--- src/rtl/mul_tail_pipe_pkg.sv ---
// Shared constants and slot type for the multiply tail pipeline (M2..M5).
package mul_tail_pipe_pkg;

    localparam int MUL_STAGES_DEFAULT   = 4;
    localparam int TAG_SIZE_DEFAULT     = 5;
    localparam int OPERAND_SIZE_DEFAULT = 32;

    typedef struct packed {
        logic                            valid;
        logic [TAG_SIZE_DEFAULT-1:0]     tag;
        logic [OPERAND_SIZE_DEFAULT-1:0] data;
    } slot_t;

endpackage

--- src/rtl/mul_stage_reg.sv ---
// One pipeline slot register: load, hold on stall, clear valid on flush, full clear on reset.
module mul_stage_reg
    import mul_tail_pipe_pkg::*;
#(
    parameter type slot_t = mul_tail_pipe_pkg::slot_t
) (
    input  logic  clk,
    input  logic  reset,
    input  logic  hold,
    input  logic  clear,
    input  slot_t slot_in,
    output slot_t slot_out
);

    slot_t slot_d;
    slot_t slot_q;

    // Flush only kills the valid bit; data/tag may keep whatever they would have had.
    always_comb begin
        slot_d = hold ? slot_q : slot_in;
        if (clear) begin
            slot_d.valid = 1'b0;
        end
    end

    always_ff @(posedge clk) begin
        if (reset) begin
            slot_q <= '0;
        end else begin
            slot_q <= slot_d;
        end
    end

    assign slot_out = slot_q;

endmodule

--- src/rtl/mul_tail_pipe.sv ---
// Multiply stages M2..M(STAGES+1): partial products in M2, combine in M3, then pure delay.
module mul_tail_pipe
    import mul_tail_pipe_pkg::*;
#(
    parameter int OPERAND_SIZE = OPERAND_SIZE_DEFAULT,
    parameter int TAG_SIZE     = TAG_SIZE_DEFAULT,
    parameter int STAGES       = MUL_STAGES_DEFAULT
) (
    input  logic                    clk,
    input  logic                    reset,
    input  logic [OPERAND_SIZE-1:0] mt_operand1,
    input  logic [OPERAND_SIZE-1:0] mt_operand2,
    input  logic                    mt_valid_in,
    input  logic [TAG_SIZE-1:0]     mt_tag_in,
    input  logic                    mt_stall_in,
    input  logic                    mt_flush,
    output logic                    mt_stall,
    output logic [OPERAND_SIZE-1:0] mt_result,
    output logic [TAG_SIZE-1:0]     mt_tag_out,
    output logic                    mt_valid_out,
    input  logic [TAG_SIZE-1:0]     mt_query_tag,
    output logic                    mt_query_hit
);

    localparam int H = OPERAND_SIZE / 2;

    typedef struct packed {
        logic                    valid;
        logic [TAG_SIZE-1:0]     tag;
        logic [OPERAND_SIZE-1:0] data;
    } stage_slot_t;

    typedef struct packed {
        logic                    valid;
        logic [TAG_SIZE-1:0]     tag;
        logic [OPERAND_SIZE-1:0] p_ll;
        logic [H-1:0]            p_lh;
        logic [H-1:0]            p_hl;
    } m2_slot_t;

    logic [H-1:0] a_l, a_h, b_l, b_h;
    logic [H-1:0] cross_sum;
    logic         any_valid;
    logic         hit;

    m2_slot_t     m2_in;
    m2_slot_t     m2_out;
    stage_slot_t  st_in  [1:STAGES-1];
    stage_slot_t  st_out [1:STAGES-1];

    always_comb begin
        a_l = mt_operand1[H-1:0];
        a_h = mt_operand1[OPERAND_SIZE-1:H];
        b_l = mt_operand2[H-1:0];
        b_h = mt_operand2[OPERAND_SIZE-1:H];

        m2_in.valid = mt_valid_in & ~mt_flush;
        m2_in.tag   = mt_tag_in;
        m2_in.p_ll  = {{H{1'b0}}, a_l} * {{H{1'b0}}, b_l};
        // aH*bH only contributes above bit OPERAND_SIZE-1, so it is never formed.
        m2_in.p_lh  = a_l * b_h;
        m2_in.p_hl  = a_h * b_l;

        cross_sum      = m2_out.p_lh + m2_out.p_hl;
        st_in[1].valid = m2_out.valid;
        st_in[1].tag   = m2_out.tag;
        st_in[1].data  = m2_out.p_ll + {cross_sum, {H{1'b0}}};
        for (int k = 2; k < STAGES; k++) begin
            st_in[k] = st_out[k-1];
        end

        any_valid = m2_out.valid;
        hit       = m2_out.valid && (m2_out.tag == mt_query_tag);
        for (int k = 1; k < STAGES; k++) begin
            any_valid = any_valid | st_out[k].valid;
            hit       = hit | (st_out[k].valid && (st_out[k].tag == mt_query_tag));
        end
    end

    for (genvar g = 0; g < STAGES; g++) begin : g_stage
        if (g == 0) begin : g_m2
            mul_stage_reg #(.slot_t(m2_slot_t)) u_reg (
                .clk      (clk),
                .reset    (reset),
                .hold     (mt_stall_in),
                .clear    (mt_flush),
                .slot_in  (m2_in),
                .slot_out (m2_out)
            );
        end else begin : g_tail
            mul_stage_reg #(.slot_t(stage_slot_t)) u_reg (
                .clk      (clk),
                .reset    (reset),
                .hold     (mt_stall_in),
                .clear    (mt_flush),
                .slot_in  (st_in[g]),
                .slot_out (st_out[g])
            );
        end
    end

    assign mt_valid_out = st_out[STAGES-1].valid;
    assign mt_result    = st_out[STAGES-1].data;
    assign mt_tag_out   = st_out[STAGES-1].tag;
    assign mt_query_hit = hit;
    assign mt_stall     = mt_stall_in & (mt_valid_in | any_valid);

endmodule
--- config.mk ---
export PLATFORM = sky130hd
export DESIGN_NAME = mul_tail_pipe
export DESIGN_NICKNAME = d
export VERILOG_FILES = /design/src/rtl/mul_tail_pipe_pkg.sv /design/src/rtl/mul_stage_reg.sv /design/src/rtl/mul_tail_pipe.sv
export SDC_FILE = /design/constraint.sdc
export NUM_CORES = 2
export LEC_CHECK = 0
export CORE_MARGIN = 4
export CORE_UTILIZATION = 55
export CTS_CLUSTER_DIAMETER = 120
export DETAILED_ROUTE_END_ITERATION = 16
export HOLD_SLACK_MARGIN = 0.08
export MAX_ROUTING_LAYER = met4
export PLACE_DENSITY = 0.79
export SLEW_MARGIN = 25
export SYNTH_ARGS = -nofsm -noshare
export SYNTH_HDL_FRONTEND = slang
export SYNTH_SLANG_ARGS = --single-unit
--- constraint.sdc ---
create_clock -name clk -period 16 [get_ports clk]
set_clock_uncertainty 0.15 [all_clocks]
set_input_delay 3.2 -clock clk [delete_from_list [all_inputs] [get_ports clk]]
set_output_delay 3.2 -clock clk [all_outputs]
set_load 0.01 [all_outputs]
==> metrics <==
FF+latch count, synth=approximately 180; Initial Util=0.5611; layout cells sized above 1=0.02697; # diodes=0; syn nets=around 3500; Die W=218.3 um; Mapped Cells=2817; Routability Congestion=0.9074; worst reg2reg setup slack=11.67 ns; Worst Tran Pin Value=~1.1 ns; grt total ovfl=0; # rows=76; TritonCTS Buffers=17; CP endpoint=g_stage[0].g_m2.u_reg.slot_out[55]; Peak VDD IR=0.0001971 V; CTS tree=built; Max Cap Viol=0; Critical R2R Capture=g_stage[1].g_tail.u_reg.slot_out[31]; worst setup margin=roughly 6.3 ns; Resize count post-CTS=0; result of the run=complete, no violations; Startpoint Class=input port; Final period util=0.6054; GRT Util Overall=0.2592; H-tree depth=4; top cell family by delay on the critical path=adder cells; die area=approximately 0.048 sq mm; WL per Instance=about 17 um; CTS Buffer Depth=2; Final Hold Viols=0; remaining antenna violation count=0; Crit path depth=22; FMAX=0.1032 GHz; Setup crit start=mt_operand2[9]; P_leak=roughly 13 nW; clock tree root buffer cell=clkbuf_16; Post-DP Area=0.02592 sq mm; critical path, cell by cell=clkdlybuf4s50_1 > nand2_1 > fa_1 > inv_1 > fa_1 > inv_1 > fa_1 > inv_1 > fa_1 > fa_1 > inv_1 > fa_1 > inv_1 > ha_1 > a21o_1 > a21o_1 > a21oi_1 > nor2_1 > a211oi_1 > a2111oi_0 > mux2_2 > o22ai_1; Cell Pwr Density=approximately 200 mW/mm^2; number of detailed-route iterations in the first pass=5; total number of vias=18980; Slew HR=0.2843; fin nets=around 3500; Worst Setup End Kind=register; # Post-CTS Setup Buffers=0; RSZ-0062 raised after global routing=false; Mean Syn Cell Area=between 8 and 9 sq um; Worst Path Arrival=9.88 ns; height of the chip=about 220 um; post-route cell area=around 0.027 sq mm; first-pass GRT wire length=between 90 and 100 mm; commonest non-fill, non-tap cell in the layout=inv_1; most used cell, CP=fa_1; initial antenna violation count=0; Post-synth ARST share=0; CTS Hold Bufs=0; crit path kind=in2reg; Layout area overhead=9.107%; Synth cell types=between 60 and 70; Crit path largest cell delay=about 1.2 ns; slowest CP cell=clkdlybuf4s50_1; total routed wirelength=58.37 mm; Worst EP required=approximately 16 ns; Ys Warns=0; final setup violation count=0; R2R Path Start=g_stage[0].g_m2.u_reg.slot_out[0]; final setup TNS=0 ns; # DRC=0; HP Class=reg2reg; average vias per placed instance=about 5.5; Max Slew Vio Count=0; critical path peak fanout=23; largest net degree at the start of global routing=105; number of port buffers=118; Worst Reg-to-Reg Cells=17; final core occ=0.6122; dpl hpwl=around 44 mm; worst skew pair latency=0.44 ns; sequential fraction of the synthesis area=0.1514; Ports=~120; core area=approximately 0.043 sq mm; top_reg_cell synth=dfxtp_1; DRT iter0 DRCs=approximately 1400; post-synthesis cell area=roughly 0.024 sq mm; Post-synth EDFFs=0; most frequent cells in the layout=inv_1, nand2_1, fa_1; setup slack at placement=about 5.8 ns; min cycle time layout=9.686 ns; Reg clk slew, reported paths=~0.080 ns; Fillers=3690; Clock Sinks=about 180; CP bufs+invs=6; vias in the first global route=20060
how the worst min path moves through the flow:
stage	from	end	depth (start not counted)
2_1_floorplan	g_stage[0].g_m2.u_reg.slot_out[51]	g_stage[0].g_m2.u_reg.slot_out[51]	2
3_3_place_gp	g_stage[1].g_tail.u_reg.slot_out[20]	g_stage[1].g_tail.u_reg.slot_out[20]	2
3_5_place_dp	g_stage[1].g_tail.u_reg.slot_out[18]	g_stage[1].g_tail.u_reg.slot_out[18]	2
4_1_cts	g_stage[1].g_tail.u_reg.slot_out[18]	g_stage[1].g_tail.u_reg.slot_out[18]	2
5_1_grt	g_stage[0].g_m2.u_reg.slot_out[5]	g_stage[0].g_m2.u_reg.slot_out[5]	2
6_report	g_stage[0].g_m2.u_reg.slot_out[40]	g_stage[0].g_m2.u_reg.slot_out[40]	2
power by group:
| group | internal (mW) | total [mW] | switching [mW] | leakage (nW) |
|---|---|---|---|---|
| Sequential | 0.543 | 0.600 | 0.0569 | 1.50 |
| Combinational | 1.82 | 4.36 | 2.54 | 11.4 |
| Clock | 0.221 | 0.445 | 0.223 | 0.311 |
| Total | 2.58 | 5.40 | 2.82 | 13.2 |
worst reg2reg max path: cells and delay by family, from the launching register on:
kind | cells | cell delay [ns]
flops | 1 | 0.34
fa+ha+maj | 3 | 0.97
xor+xnor | 2 | 0.31
compound gates | 8 | 1.59
simple gates | 4 | 0.87
routing by layer:
layer,up-vias,routed length [um],GRT usage
li1,8778,-,-
met1,9366,24600,0.3400
met2,700,28210,0.4262
met3,138,3799,0.03337
met4,0,1771,0.07436
met5,-,0,-
area by class of cell:
class	instances	area, sq um	share of cell area
Tap cell	585	732.0	0.02757
Clock buffer	17	425.4	0.01602
Clock inverter	15	221.5	0.008342
Multi-Input combinational cell	2012	18320	0.6900
Inverter	486	1824	0.06872
Timing Repair Buffer	141	1344	0.05062
Sequential cell	184	3684	0.1387
cell usage after synthesis (2+ instances only):
cell type,number,area [sq um]
inv_1,484,1817
a21oi_1,94,470.5
o21ba_2,2,20.02
or4_1,2,15.01
o31ai_1,4,30.03
a211oi_1,11,82.58
a211o_1,2,17.52
a2111oi_0,3,26.28
a22oi_1,4,30.03
nand3b_1,3,22.52
nand3_1,24,120.1
and2_1,214,1339
a31oi_1,12,75.07
nor3_1,28,140.1
o21ai_0,26,130.1
mux2i_1,120,1201
nor2_1,169,634.4
ha_1,232,2903
nor2b_1,5,31.28
xnor2_1,91,797.0
fa_1,356,7127
or2_2,5,31.28
a2111o_1,3,33.78
a21o_1,27,202.7
o21a_1,12,90.09
a41oi_1,2,17.52
o221ai_1,3,26.28
dfxtp_1,184,3684
o21bai_1,11,82.58
and3_1,16,100.1
a2111oi_2,2,30.03
nand4_1,8,50.05
o2111ai_1,2,17.52
or3_1,7,43.79
nor4_1,5,31.28
a311oi_1,2,17.52
nand2_1,420,1577
o22ai_1,7,43.79
o41ai_1,3,26.28
clkbuf_1,115,431.7
nor4b_1,2,17.52
o211ai_1,4,30.03
nand2b_1,4,25.02
buf_1,20,75.07
xor2_1,48,420.4
through the flow:
stage	hold WS (ns)	power [mW]	instances
floorplan	0.2815	3.845	2817
global placement	0.3008	4.791	3408
detailed placement	0.3046	4.913	3408
CTS	0.3159	5.394	3440
global route	0.3457	6.011	3440
finish	0.3153	5.402	3440
registers in the layout, indices dropped and copies added (netlist names):
signal                         count
g_stage.g_tail.u_reg.slot_out    114
g_stage.g_m2.u_reg.slot_out       70
kinds of logic (layout without fill, tap and decap cells):
logic type | count (synthesis) | in the layout | synth area share
and+or+nand+nor | 915 | 915 | 0.1737
buffers and inverters | 621 | 659 | 0.09580
xor gates and xnor gates | 139 | 139 | 0.05003
AOI/OAI and AO/OA | 249 | 249 | 0.06711
DFF | 184 | 184 | 0.1514
muxes | 121 | 121 | 0.04983
adders and majority gates | 588 | 588 | 0.4122
Note: power is estimated with default switching activity, not from simulation.
